--- config.mk ---
export PLATFORM = sky130hd
export DESIGN_NAME = button_debounce
export DESIGN_NICKNAME = d
export VERILOG_FILES = /design/src/rtl/button_pkg.sv /design/src/rtl/button_channel.sv /design/src/rtl/button_debounce.sv
export SDC_FILE = /design/constraint.sdc
export NUM_CORES = 1
export LEC_CHECK = 0
export CORE_AREA = 2 2 134 136
export CTS_CLUSTER_DIAMETER = 50
export DETAILED_ROUTE_END_ITERATION = 16
export DIE_AREA = 0 0 136 138
export MAX_ROUTING_LAYER = met4
export PLACE_DENSITY = 0.61
export SYNTH_ARGS = -nofsm -noshare
export SYNTH_HDL_FRONTEND = slang
export SYNTH_SLANG_ARGS = --single-unit
export TNS_END_PERCENT = 100
--- constraint.sdc ---
create_clock -name clk_i -period 2.5 [get_ports clk_i]
set_input_delay 0.625 -clock clk_i [delete_from_list [all_inputs] [get_ports clk_i]]
set_output_delay 0.625 -clock clk_i [all_outputs]
set_load 0.03 [all_outputs]
--- src/rtl/button_pkg.sv ---
// button_pkg: shared definitions for the button debouncer.
//   - btn_state_t : 2-bit per-channel FSM state encoding
//   - DEF_*       : default parameter values for button_debounce
//   - cnt_width() : counter width able to hold 0..max_value, never below 1 bit
package button_pkg;

    typedef enum logic [1:0] {
        IDLE       = 2'd0,
        DB_PRESS   = 2'd1,
        PRESSED    = 2'd2,
        DB_RELEASE = 2'd3
    } btn_state_t;

    localparam int DEF_N_CH            = 4;
    localparam int DEF_DEBOUNCE_CYCLES = 16;
    localparam int DEF_HOLD_CYCLES     = 1000;
    localparam int DEF_REPEAT_CYCLES   = 200;

    function automatic int cnt_width(input int max_value);
        return (max_value < 1) ? 1 : $clog2(max_value + 1);
    endfunction

endpackage

--- src/rtl/button_channel.sv ---
// button_channel: one debounced button.
//   clk_i      : clock, rising edge
//   rst_i      : synchronous active-high reset
//   button_i   : raw asynchronous button level
//   level_o    : debounced level (high in PRESSED and DB_RELEASE)
//   press_o    : one-cycle pulse on an accepted press
//   release_o  : one-cycle pulse on an accepted release
//   long_o     : one-cycle pulse when the press has lasted HOLD_CYCLES
//   repeat_o   : one-cycle pulse every REPEAT_CYCLES after long_o (0 disables)
module button_channel
    import button_pkg::*;
#(
    parameter int DEBOUNCE_CYCLES = DEF_DEBOUNCE_CYCLES,
    parameter int HOLD_CYCLES     = DEF_HOLD_CYCLES,
    parameter int REPEAT_CYCLES   = DEF_REPEAT_CYCLES
) (
    input  logic clk_i,
    input  logic rst_i,
    input  logic button_i,
    output logic level_o,
    output logic press_o,
    output logic release_o,
    output logic long_o,
    output logic repeat_o
);

    localparam int DW = cnt_width(DEBOUNCE_CYCLES);
    localparam int HW = cnt_width(HOLD_CYCLES);
    localparam int RW = cnt_width(REPEAT_CYCLES);

    localparam logic [DW-1:0] DB_ONE    = DW'(1);
    localparam logic [DW-1:0] DB_MAX    = DW'(DEBOUNCE_CYCLES);
    localparam logic [HW-1:0] HOLD_MAX  = HW'(HOLD_CYCLES);
    localparam logic [HW-1:0] HOLD_LAST = HW'(HOLD_CYCLES - 1);
    localparam logic [RW-1:0] REP_LAST  = (REPEAT_CYCLES > 0) ? RW'(REPEAT_CYCLES - 1) : '0;

    logic          sync1_reg, sync2_reg;
    btn_state_t    state_reg, state_next;
    logic [DW-1:0] db_cnt_reg, db_cnt_next;
    logic [HW-1:0] hold_cnt_reg, hold_cnt_next;
    logic [RW-1:0] rep_cnt_reg, rep_cnt_next;
    logic          level_reg, level_next;
    logic          press_reg, press_next;
    logic          release_reg, release_next;
    logic          long_reg, long_next;
    logic          repeat_reg, repeat_next;

    always_ff @(posedge clk_i) begin
        if (rst_i) begin
            sync1_reg    <= 1'b0;
            sync2_reg    <= 1'b0;
            state_reg    <= IDLE;
            db_cnt_reg   <= '0;
            hold_cnt_reg <= '0;
            rep_cnt_reg  <= '0;
            level_reg    <= 1'b0;
            press_reg    <= 1'b0;
            release_reg  <= 1'b0;
            long_reg     <= 1'b0;
            repeat_reg   <= 1'b0;
        end else begin
            sync1_reg    <= button_i;
            sync2_reg    <= sync1_reg;
            state_reg    <= state_next;
            db_cnt_reg   <= db_cnt_next;
            hold_cnt_reg <= hold_cnt_next;
            rep_cnt_reg  <= rep_cnt_next;
            level_reg    <= level_next;
            press_reg    <= press_next;
            release_reg  <= release_next;
            long_reg     <= long_next;
            repeat_reg   <= repeat_next;
        end
    end

    always_comb begin
        state_next    = state_reg;
        db_cnt_next   = db_cnt_reg;
        hold_cnt_next = hold_cnt_reg;
        rep_cnt_next  = rep_cnt_reg;
        press_next    = 1'b0;
        release_next  = 1'b0;
        long_next     = 1'b0;
        repeat_next   = 1'b0;

        case (state_reg)
            IDLE: begin
                if (sync2_reg) begin
                    state_next  = DB_PRESS;
                    db_cnt_next = DB_ONE;
                end
            end
            DB_PRESS: begin
                if (!sync2_reg) begin
                    state_next = IDLE;
                end else if (db_cnt_reg == DB_MAX) begin
                    state_next    = PRESSED;
                    hold_cnt_next = '0;
                    rep_cnt_next  = '0;
                    press_next    = 1'b1;
                end else begin
                    db_cnt_next = db_cnt_reg + DB_ONE;
                end
            end
            PRESSED: begin
                if (!sync2_reg) begin
                    state_next  = DB_RELEASE;
                    db_cnt_next = DB_ONE;
                end else if (hold_cnt_reg != HOLD_MAX) begin
                    // Hold counter saturates at HOLD_CYCLES, so long fires once per press.
                    hold_cnt_next = hold_cnt_reg + 1'b1;
                    if (hold_cnt_reg == HOLD_LAST) begin
                        long_next    = 1'b1;
                        rep_cnt_next = '0;
                    end
                end else if (REPEAT_CYCLES > 0) begin
                    // Repeat period only advances on PRESSED cycles after long_o.
                    if (rep_cnt_reg == REP_LAST) begin
                        repeat_next  = 1'b1;
                        rep_cnt_next = '0;
                    end else begin
                        rep_cnt_next = rep_cnt_reg + 1'b1;
                    end
                end
            end
            DB_RELEASE: begin
                // Hold and repeat counters stay frozen here.
                if (sync2_reg) begin
                    state_next = PRESSED;
                end else if (db_cnt_reg == DB_MAX) begin
                    state_next   = IDLE;
                    release_next = 1'b1;
                end else begin
                    db_cnt_next = db_cnt_reg + DB_ONE;
                end
            end
            default: state_next = IDLE;
        endcase

        level_next = (state_next == PRESSED) || (state_next == DB_RELEASE);
    end

    assign level_o   = level_reg;
    assign press_o   = press_reg;
    assign release_o = release_reg;
    assign long_o    = long_reg;
    assign repeat_o  = repeat_reg;

endmodule

--- src/rtl/button_debounce.sv ---
// button_debounce: N_CH independent debounced buttons with press, release,
// long-press and auto-repeat pulses.
//   clk_i      : clock, rising edge
//   rst_i      : synchronous active-high reset
//   button_i   : raw asynchronous button levels [N_CH]
//   level_o    : debounced levels [N_CH]
//   press_o    : press pulses [N_CH]
//   release_o  : release pulses [N_CH]
//   long_o     : long-press pulses [N_CH]
//   repeat_o   : auto-repeat pulses [N_CH]
module button_debounce
    import button_pkg::*;
#(
    parameter int N_CH            = DEF_N_CH,
    parameter int DEBOUNCE_CYCLES = DEF_DEBOUNCE_CYCLES,
    parameter int HOLD_CYCLES     = DEF_HOLD_CYCLES,
    parameter int REPEAT_CYCLES   = DEF_REPEAT_CYCLES
) (
    input  logic            clk_i,
    input  logic            rst_i,
    input  logic [N_CH-1:0] button_i,
    output logic [N_CH-1:0] level_o,
    output logic [N_CH-1:0] press_o,
    output logic [N_CH-1:0] release_o,
    output logic [N_CH-1:0] long_o,
    output logic [N_CH-1:0] repeat_o
);

    for (genvar gi = 0; gi < N_CH; gi++) begin : g_ch
        button_channel #(
            .DEBOUNCE_CYCLES (DEBOUNCE_CYCLES),
            .HOLD_CYCLES     (HOLD_CYCLES),
            .REPEAT_CYCLES   (REPEAT_CYCLES)
        ) u_channel (
            .clk_i     (clk_i),
            .rst_i     (rst_i),
            .button_i  (button_i[gi]),
            .level_o   (level_o[gi]),
            .press_o   (press_o[gi]),
            .release_o (release_o[gi]),
            .long_o    (long_o[gi]),
            .repeat_o  (repeat_o[gi])
        );
    end

endmodule

==> results by group <==
Clock tree
  • Clock Path Buffers: 2
  • Post-CTS Setup Bufs: 0
  • Post-CTS sizing: 0
  • Total CTS buffers: 17
  • CTS clk-pin slew, worst paths: 0.05 ns
  • CTS tree: yes
  • Worst-skew pair later-pin latency: between 0.4 and 0.5 ns
  • Clk sinks: ~130
  • # H-tree levels: 4
  • CTS root buf: clkbuf_16
  • CTS Hold Bufs: 0

Timing
  • Slew Limit Fails: 0
  • WHS: around 0.43 ns
  • Slew headroom: between 50% and 60%
  • Fmax: about 450 MHz
  • PnR worst setup slack: approximately 0.26 ns
  • Final Hold Viols: 0
  • Period utilisation layout: just under 90%
  • Crit path time final: about 2.2 ns
  • Final Setup Violations: 0
  • Setup tns final: 0 ns
  • RSZ-0062 raised after global routing: false
  • Tightest Pin Transition: 0.705 ns
  • Clock skew: 0.00691 ns

Die
  • Die Height: 138 um
  • Initial core utilization: about two fifths
  • Core Box Area: roughly 18,000 sq um
  • # rows: between 40 and 50
  • Die Wd: 136 um
  • Num ports: 26
  • Die area: approximately 19,000 sq um

Pwr
  • Pleak: 2.62 nW
  • Pwr/cell area: just under 700 nW/um^2
  • Power Total: 5.27 mW
  • P_int: approximately 3.7 mW
  • VDD IR max: ~0.00052 V
  • Clock share of power: ~40%
  • Seq pwr share: between 40% and 50%
  • Comb pwr share: 18.6%
  • Switching power total: ~1.6 mW
  • Switching part of the total: between 20% and 30%

Worst setup path
  • CP startpoint kind: register
  • Worst reg-to-reg setup slack: about 0.26 ns
  • CP required: about 2.8 ns
  • CP Capture Type: register
  • CP Data Arrival Time: between 2 and 3 ns
  • CP Class: register to register
  • Max FO, Critical Path: 11

Yosys
  • Top cells by count, synth: 128 x dfxtp_1, 76 x nor2_1, 53 x nand2_1, 52 x a21oi_1, 43 x inv_1
  • Syn nets: ~840
  • Warnings, synthesis: 0
  • Most frequent cell after synthesis: dfxtp_1
  • Post-synth EDFFs: 0
  • Avg Cell Area, Syn: ~8.5 sq um
  • Synthesized instance count: about 800
  • Ys async rst share: 0%
  • Synth top area cells: dfxtp_1 38%, ha_1 6.6%, nor2_1 4.2%
  • Yosys top cell by area: dfxtp_1
  • Mapped cell area: around 6800 sq um
  • Top cell type's share of synthesized area: 37.7%
  • Top FF cell, synth: dfxtp_1
  • Yosys cell types: between 60 and 70
  • Post-synthesis sequential area ratio: 37.7%
  • Synthesized flop and latch total: approximately 130

Cells and area
  • Final instance area: just under 8000 sq um
  • Share of layout cells above drive strength 1: between 8 and 9%
  • Diode count: 0
  • FILL cells: roughly 1,800
  • Layout Utilization: a little over two fifths
  • Layout Nets: 855
  • Largest register FFs: 40
  • Non-filler cells, final: approximately 1,100
  • Area growth, synth to finish: 13.1%

Drt
  • Residual DRC count: 0
  • 1st-pass router iterations: 4
  • Avg Vias per Cell: around 5.3
  • DRT iter0 DRCs: 447
  • Detail Route Antenna Nets: 0
  • Total routed wirelength: 13.6 mm
  • Vias: roughly 5,600
  • Routed length per instance: approximately 13 um

Job
  • Max Cap Viol: 0

Global route
  • Total gr overflow: 0
  • Initial antenna violation count: 0
  • Total Routing Usage GR: 15.8%
  • Largest net degree at the start of global routing: between 60 and 70
  • First-pass GRT wire length: 24.0 mm
  • Vias in the first global route: 5,241

Min path
  • Min-Delay Path Class: register to register

Placement
  • Count of input and output buffers: 25
  • Cell Area, Placed: 7190 sq um
  • Placer Congestion: roughly 0.84
  • DP HPWL: slightly above 9 mm
  • Cells after DPL: 1,023
  • Pre-CTS setup slack: slightly below 0.3 ns

Status
  • Outcome: complete, no violations
## final cells by class
cell class / count / area, sq um / area share (%)
clock buffer: 22 / 454 / 5.91
clock inverter: 8 / 42.5 / 0.553
inverter: 43 / 161 / 2.10
multi-input combinational: 578 / 3780 / 49.1
sequential: 128 / 2560 / 33.3
tap: 229 / 287 / 3.73
timing repair buffer: 45 / 408 / 5.30
## final timing paths
| check | startpoint | endpoint | cells after the start |
|---|---|---|---|
| max | g_ch[0].u_channel.db_cnt_reg[0] | g_ch[0].u_channel.rep_cnt_reg[5] | 7 |
| min | g_ch[0].u_channel.sync1_reg | g_ch[0].u_channel.sync2_reg | 1 |
| max reg2reg | g_ch[0].u_channel.db_cnt_reg[0] | g_ch[0].u_channel.rep_cnt_reg[5] | 7 |
| min reg2reg | g_ch[0].u_channel.sync1_reg | g_ch[0].u_channel.sync2_reg | 1 |
## critical path, cell delays in order (launching register included)
cell and delay [ns]:
dfxtp_1 0.32, inv_1 0.10, ha_1 0.14, and4bb_1 0.42, o221ai_2 0.22, a21o_1 0.31
or4_1 0.53, a21oi_1 0.13
## layer usage
| metal | wire (um) | vias up | global-route usage, % |
|---|---|---|---|
| li1 | - | 2921 | - |
| met1 | 7040 | 2622 | 21.0 |
| met2 | 5980 | 56 | 23.3 |
| met3 | 344 | 20 | 3.41 |
| met4 | 231 | 0 | 6.41 |
| met5 | 0 | - | - |
## cells in the final DEF (no fill, tap or decap), drive strengths merged, types with 6 or more instances in the layout
cell	n
a2111oi	6
a211oi	9
a21oi	52
and3	12
and4	7
buf	21
clkbuf	22
clkdlybuf4s50	24
clkinv	7
dfxtp	128
ha	36
inv	43
nand2	53
nand3	31
nand3b	7
nand4	21
nand4b	7
nor2	78
nor2b	15
nor3	38
nor4	14
o2111ai	15
o211ai	6
o21ai	42
o31ai	6
or4	9
xnor2	16
xor2	21
## cell families after synthesis
kind of cell | after synthesis | synth area share (%)
xor gates and xnor gates | 37 | 4.77
muxes | 4 | 0.589
AOI/OAI and AO/OA | 173 | 17.5
DFF | 128 | 37.7
buffers and inverters | 96 | 6.79
adders and majority gates | 36 | 6.62
and+or+nand+nor | 328 | 26.0
## power groups by stage
stage	registers [mW]	logic (mW)	clock network (mW)
final	2.17	0.983	2.12
after global routing	2.18	1.11	2.27
after CTS	2.17	0.981	2.18
after detailed placement	2.21	0.973	0
after global placement	2.21	0.978	0
after floorplan	2.19	0.723	0
Note: power is estimated with default switching activity, not from simulation.
